File: src/rtl/pad_io_ctrl_pkg.sv
// Shared definitions for the pad I/O controller.
//   FILT_W_DEF / TA_CYC_DEF : parameter defaults used by pad_io_ctrl and pad_in_filter
//   TA_CNT_W                : turnaround down-counter width (covers TA_CYC 1..15)
//   dir_state_e             : direction FSM state encoding
package pad_io_ctrl_pkg;

    localparam int FILT_W_DEF = 4;
    localparam int TA_CYC_DEF = 2;
    localparam int TA_CNT_W   = 4;

    typedef enum logic [1:0] {
        ST_IN     = 2'd0,
        ST_TA_OUT = 2'd1,
        ST_OUT    = 2'd2,
        ST_TA_IN  = 2'd3
    } dir_state_e;

endpackage

File: src/rtl/pad_in_filter.sv
// Pad input path: 2-flop synchronizer, deglitch counter and edge detect.
//   clk, rst_n          : block clock, synchronous active-low reset
//   pad_c               : raw pad level, asynchronous to clk
//   filt_len            : deglitch length L; a new level must persist L+1 synchronized cycles
//   rx_data             : filtered level
//   rx_rise / rx_fall   : one-cycle pulses in the cycle rx_data changes
module pad_in_filter
    import pad_io_ctrl_pkg::*;
#(
    parameter int FILT_W = FILT_W_DEF
) (
    input  logic              clk,
    input  logic              rst_n,
    input  logic              pad_c,
    input  logic [FILT_W-1:0] filt_len,
    output logic              rx_data,
    output logic              rx_rise,
    output logic              rx_fall
);

    logic              sync1_q, sync1_d;
    logic              sync2_q, sync2_d;
    logic [FILT_W-1:0] cnt_q, cnt_d;
    logic              rx_q, rx_d;
    logic              rise_q, rise_d;
    logic              fall_q, fall_d;

    always_comb begin
        sync1_d = pad_c;
        sync2_d = sync1_q;
        cnt_d   = cnt_q;
        rx_d    = rx_q;
        rise_d  = 1'b0;
        fall_d  = 1'b0;
        if (sync2_q == rx_q) begin
            cnt_d = '0;
        end else if (cnt_q >= filt_len) begin
            // >= rather than == so a shortened L mid-count still terminates
            // and the counter can never wrap.
            rx_d   = sync2_q;
            cnt_d  = '0;
            rise_d = sync2_q;
            fall_d = ~sync2_q;
        end else begin
            cnt_d = cnt_q + FILT_W'(1);
        end
    end

    always_ff @(posedge clk) begin
        if (!rst_n) begin
            sync1_q <= 1'b0;
            sync2_q <= 1'b0;
            cnt_q   <= '0;
            rx_q    <= 1'b0;
            rise_q  <= 1'b0;
            fall_q  <= 1'b0;
        end else begin
            sync1_q <= sync1_d;
            sync2_q <= sync2_d;
            cnt_q   <= cnt_d;
            rx_q    <= rx_d;
            rise_q  <= rise_d;
            fall_q  <= fall_d;
        end
    end

    assign rx_data = rx_q;
    assign rx_rise = rise_q;
    assign rx_fall = fall_q;

endmodule

File: src/rtl/pad_io_ctrl.sv
// Bidirectional pad controller: direction FSM with bus turnaround, pad drive
// and filtered pad receive path.
//   clk, rst_n                 : block clock, synchronous active-low reset
//   cfg_dir_vld / cfg_dir_out  : direction request strobe and direction (1=out)
//   cfg_dir_ack                : one-cycle completion pulse
//   busy                       : high during turnaround
//   tx_data                    : data to drive in output mode
//   cfg_pull_en, cfg_filt_len  : pull enable, deglitch length
//   rx_data, rx_rise, rx_fall  : filtered pad level and its edge pulses
//   pad_i, pad_oen, pad_ren    : pad cell drive (OEN/REN active-low)
//   pad_c                      : pad cell receive, asynchronous
//
// state     | meaning
// ----------+----------------------------------------------------
// ST_IN     | pad is input, OEN high, I low
// ST_TA_OUT | turnaround to output, OEN still high, I pre-driven
// ST_OUT    | pad drives tx_data (one-cycle delayed), OEN low
// ST_TA_IN  | turnaround to input, OEN high, I low
module pad_io_ctrl
    import pad_io_ctrl_pkg::*;
#(
    parameter int FILT_W = FILT_W_DEF,
    parameter int TA_CYC = TA_CYC_DEF
) (
    input  logic              clk,
    input  logic              rst_n,
    input  logic              cfg_dir_vld,
    input  logic              cfg_dir_out,
    output logic              cfg_dir_ack,
    output logic              busy,
    input  logic              tx_data,
    input  logic              cfg_pull_en,
    input  logic [FILT_W-1:0] cfg_filt_len,
    output logic              rx_data,
    output logic              rx_rise,
    output logic              rx_fall,
    output logic              pad_i,
    output logic              pad_oen,
    output logic              pad_ren,
    input  logic              pad_c
);

    // Down-counter loaded on entry; leaving at zero gives exactly TA_CYC cycles.
    localparam logic [TA_CNT_W-1:0] TA_LOAD = TA_CNT_W'(TA_CYC - 1);

    dir_state_e          state_q, state_d;
    logic [TA_CNT_W-1:0] ta_cnt_q, ta_cnt_d;
    logic                ack_q, ack_d;
    logic                busy_q, busy_d;
    logic                pad_i_q, pad_i_d;
    logic                pad_oen_q, pad_oen_d;
    logic                pad_ren_q, pad_ren_d;

    // State register (plus registered outputs)
    always_ff @(posedge clk) begin
        if (!rst_n) begin
            state_q   <= ST_IN;
            ta_cnt_q  <= '0;
            ack_q     <= 1'b0;
            busy_q    <= 1'b0;
            pad_i_q   <= 1'b0;
            pad_oen_q <= 1'b1;
            pad_ren_q <= 1'b0;
        end else begin
            state_q   <= state_d;
            ta_cnt_q  <= ta_cnt_d;
            ack_q     <= ack_d;
            busy_q    <= busy_d;
            pad_i_q   <= pad_i_d;
            pad_oen_q <= pad_oen_d;
            pad_ren_q <= pad_ren_d;
        end
    end

    // Next state; requests arriving during turnaround are dropped.
    always_comb begin
        state_d  = state_q;
        ta_cnt_d = ta_cnt_q;
        case (state_q)
            ST_IN: begin
                if (cfg_dir_vld && cfg_dir_out) begin
                    state_d  = ST_TA_OUT;
                    ta_cnt_d = TA_LOAD;
                end
            end
            ST_TA_OUT: begin
                if (ta_cnt_q == '0) state_d = ST_OUT;
                else                ta_cnt_d = ta_cnt_q - TA_CNT_W'(1);
            end
            ST_OUT: begin
                if (cfg_dir_vld && !cfg_dir_out) begin
                    state_d  = ST_TA_IN;
                    ta_cnt_d = TA_LOAD;
                end
            end
            ST_TA_IN: begin
                if (ta_cnt_q == '0) state_d = ST_IN;
                else                ta_cnt_d = ta_cnt_q - TA_CNT_W'(1);
            end
            default: state_d = ST_IN;
        endcase
    end

    // Outputs are decoded from the next state so they register in step with it.
    always_comb begin
        ack_d = 1'b0;
        if ((state_q == ST_TA_OUT || state_q == ST_TA_IN) && ta_cnt_q == '0) begin
            ack_d = 1'b1;
        end else if (cfg_dir_vld &&
                     ((state_q == ST_IN  && !cfg_dir_out) ||
                      (state_q == ST_OUT &&  cfg_dir_out))) begin
            ack_d = 1'b1;
        end
        busy_d    = (state_d == ST_TA_OUT) || (state_d == ST_TA_IN);
        pad_oen_d = (state_d != ST_OUT);
        pad_i_d   = ((state_d == ST_TA_OUT) || (state_d == ST_OUT)) ? tx_data : 1'b0;
        pad_ren_d = ~cfg_pull_en;
    end

    pad_in_filter #(
        .FILT_W (FILT_W)
    ) u_filter (
        .clk      (clk),
        .rst_n    (rst_n),
        .pad_c    (pad_c),
        .filt_len (cfg_filt_len),
        .rx_data  (rx_data),
        .rx_rise  (rx_rise),
        .rx_fall  (rx_fall)
    );

    assign cfg_dir_ack = ack_q;
    assign busy        = busy_q;
    assign pad_i       = pad_i_q;
    assign pad_oen     = pad_oen_q;
    assign pad_ren     = pad_ren_q;

endmodule

File: config.mk
export PLATFORM = sky130hd
export DESIGN_NAME = pad_io_ctrl
export DESIGN_NICKNAME = d
export VERILOG_FILES = /design/src/rtl/pad_io_ctrl_pkg.sv /design/src/rtl/pad_in_filter.sv /design/src/rtl/pad_io_ctrl.sv
export SDC_FILE = /design/constraint.sdc
export NUM_CORES = 1
export LEC_CHECK = 0
export BUFFER_PORTS_ARGS = -buffer_cell sky130_fd_sc_hd__clkbuf_2
export CORE_MARGIN = 2
export CORE_UTILIZATION = 55
export CTS_BUF_LIST = sky130_fd_sc_hd__clkbuf_8
export CTS_CLUSTER_SIZE = 10
export DETAILED_ROUTE_END_ITERATION = 10
export PLACE_DENSITY = 0.89
export SYNTH_ARGS = -nofsm -noshare
export SYNTH_HDL_FRONTEND = slang
export SYNTH_SLANG_ARGS = --single-unit
File: constraint.sdc
create_clock -name clk -period 5.4 [get_ports clk]
set_clock_uncertainty 0.15 [all_clocks]
set_input_delay 0.54 -clock clk [delete_from_list [all_inputs] [get_ports clk]]
set_output_delay 0.54 -clock clk [all_outputs]
set_load 0.05 [all_outputs]
==> metrics.yaml <==
tns_ps: 0
antenna_found_initial: 0
layout.nets: 132
cts_root_buffer: "clkbuf_8"
place_congestion: 0.725
vias: 651
synth_seq_area_share_pct: 44.4
clock.fmax_ghz: 0.541
synth_seq_cells: 20
slew_headroom_pct: 75.5
synth.largest_area_cell: "dfxtp_1"
ctsLongestPathBuffers: 2
synth_edf_count: 0
path_class: "reg -> reg"
initial_utilization_pct: 59.2
clk_latency_ps: 260
post-synth-top-count-cell: "dfxtp_1"
drtIter0Drc: 9
synthArstFlopShare_pct: 0
die_h_um: 44.5
synth_commonest_cells: "dfxtp_1, ha_1, inv_1"
r2r_slack_ps: 3550
tightest_slew_ps: 366
leakagePower_nw: 0.494
cts-resized-gates: 0
grt_use_total_pct: 17.4
synth_flop_cell: "dfxtp_1"
powerDensity_nw_per_um2: 339
utilization_pct: 69.5
outcome: "finished, final reports clean"
grt_max_degree: 20
crit_fanout: 5
wire_per_inst_um: 11.5
grt_pass1_vias: 609
worstPathRequired_ps: 5410
port_buffers: 18
min_path_type: "in -> reg"
holdBufCountCts: 0
worstSetupStartpointType: "register"
slew_viol_final: 0
detail-route-antenna-nets: 0
die-area_um2: 1980
clkSinkCount: 20
setup_violations: 0
synth_cells: 91
fillCellCount: 116
htree_levels: 1
synth_top_area_share_pct: 44.4
clk_pin_slew_ps: 70
crit_path_end_kind: "register"
diodes: 0
cts_tree: "yes"
synthTopCellsByArea: "dfxtp_1, ha_1, nor2b_1"
die_w_um: 44.5
postRouteWirelength_um: 1460
syn_avg_cell_area_um2: 9.91
fin_crit_ps: 1850
grt_setup_unrepaired: "false"
grt_pass1_wl_um: 2470
post-cts-setup-buffer-count: 0
syn_area_um2: 902
numCtsBuffers: 3
dp_hpwl_um: 1110
yosysWarnings: 0
via_per_inst: 5.13
drv_cap: 0
rows: 14
syn2layout_area_growth_pct: 17.5
drt-pass1-iter-count: 4
hold_viol_final: 0
core_area_um2: 1520
worst_ep_arrival_time_ps: 1850
drive_gt1_share_pct: 23.4
drcViolationCount: 0
io_pins: 19
synth.distinct_cells: 29
gr-total-overflow: 0
vdd_drop_max_mv: 0.257
period_share_pct: 34.2
syn-num-nets: 111
## power breakdown
part | switching (mW) | total, mW | internal, mW
clock | 0.0498 | 0.115 | 0.0649
sequential | 0.00784 | 0.167 | 0.159
combinational | 0.0480 | 0.0770 | 0.0290
## worst max-delay path, cell delays in order (launching register included)
cell and delay (ps):
dfxtp_1 340, inv_1 60, ha_1 180, nand2_1 90
nor3_4 200, xnor2_1 200, inv_1 120, ha_1 210
o21a_1 180
## state kept, by name, indices dropped and copies added (netlist names)
signal and flops:
busy 1, pad_ren 1, u_filter.cnt_q 4, pad_oen 1
u_filter.rx_data 1, state_q 2, cfg_dir_ack 1, u_filter.sync1_q 1
pad_i 1, ta_cnt_q 4, u_filter.sync2_q 1, u_filter.rx_fall 1
u_filter.rx_rise 1
## routing by layer
metal	global-route usage (%)	part of all wire, %	vias to the layer above
li1	-	-	342
met1	21.1	48	288
met2	29.6	47	19
met3	3.67	4.0	2
met4	7.27	1.8	0
met5	0	0	-
## kinds of logic (layout without fill, tap and decap cells)
group           count (synthesis)  count (layout)  synth area share [%]
fa+ha+maj                       9               9                  12.5
flops                          20              20                  44.4
simple gates                   34              34                  22.2
mux                             1               1                  1.11
compound gates                 12              12                  11.4
xor+xnor                        4               4                  3.88
buf+inv                        11              31                  4.58
## layout by cell type, fill, tap and decap left out, types with 2 or more instances in the layout
cell type  Yosys  routed
nor2b_1        6       6
ha_1           9       9
nor2_1         8       8
clkbuf_2       0      18
xnor2_1        2       2
a21oi_1        2       2
nand2_1        6       6
clkbuf_8       0       4
xor2_1         2       2
dfxtp_1       20      20
and3_1         2       2
and2_1         3       3
inv_1          9       9
o21a_1         2       2
o21ai_0        3       3
## cell type report
cell class	count	area, um2	share of cell area (%)
clock buffers	4	55.1	5.19
inverters	9	33.8	3.19
multi-input cells	60	460	43.4
flip-flops and latches	20	400	37.8
well taps	16	20.0	1.89
repair buffers	18	90.1	8.50
## per-stage QoR
step	worst slack (ps)	cell area (um2)	hold WS [ps]	instances	power [mW]
4_1_cts	3550	1060	276	127	0.361
3_3_place_gp	3410	1000	265	123	0.244
5_1_grt	3420	1060	280	127	0.375
3_5_place_dp	3340	1000	292	123	0.249
2_1_floorplan	3530	902	262	91	0.230
6_report	3550	1060	279	127	0.359
## path summary, 6_finish.rpt
path / startpoint / to / cells after the start
setup / recovery: ta_cnt_q[0] / busy / 8
hold / removal: cfg_pull_en / pad_ren / 2
setup reg to reg: ta_cnt_q[0] / busy / 8
hold reg to reg: u_filter.sync1_q / u_filter.sync2_q / 1
No activity file was read; power rests on OpenSTA's default activity.
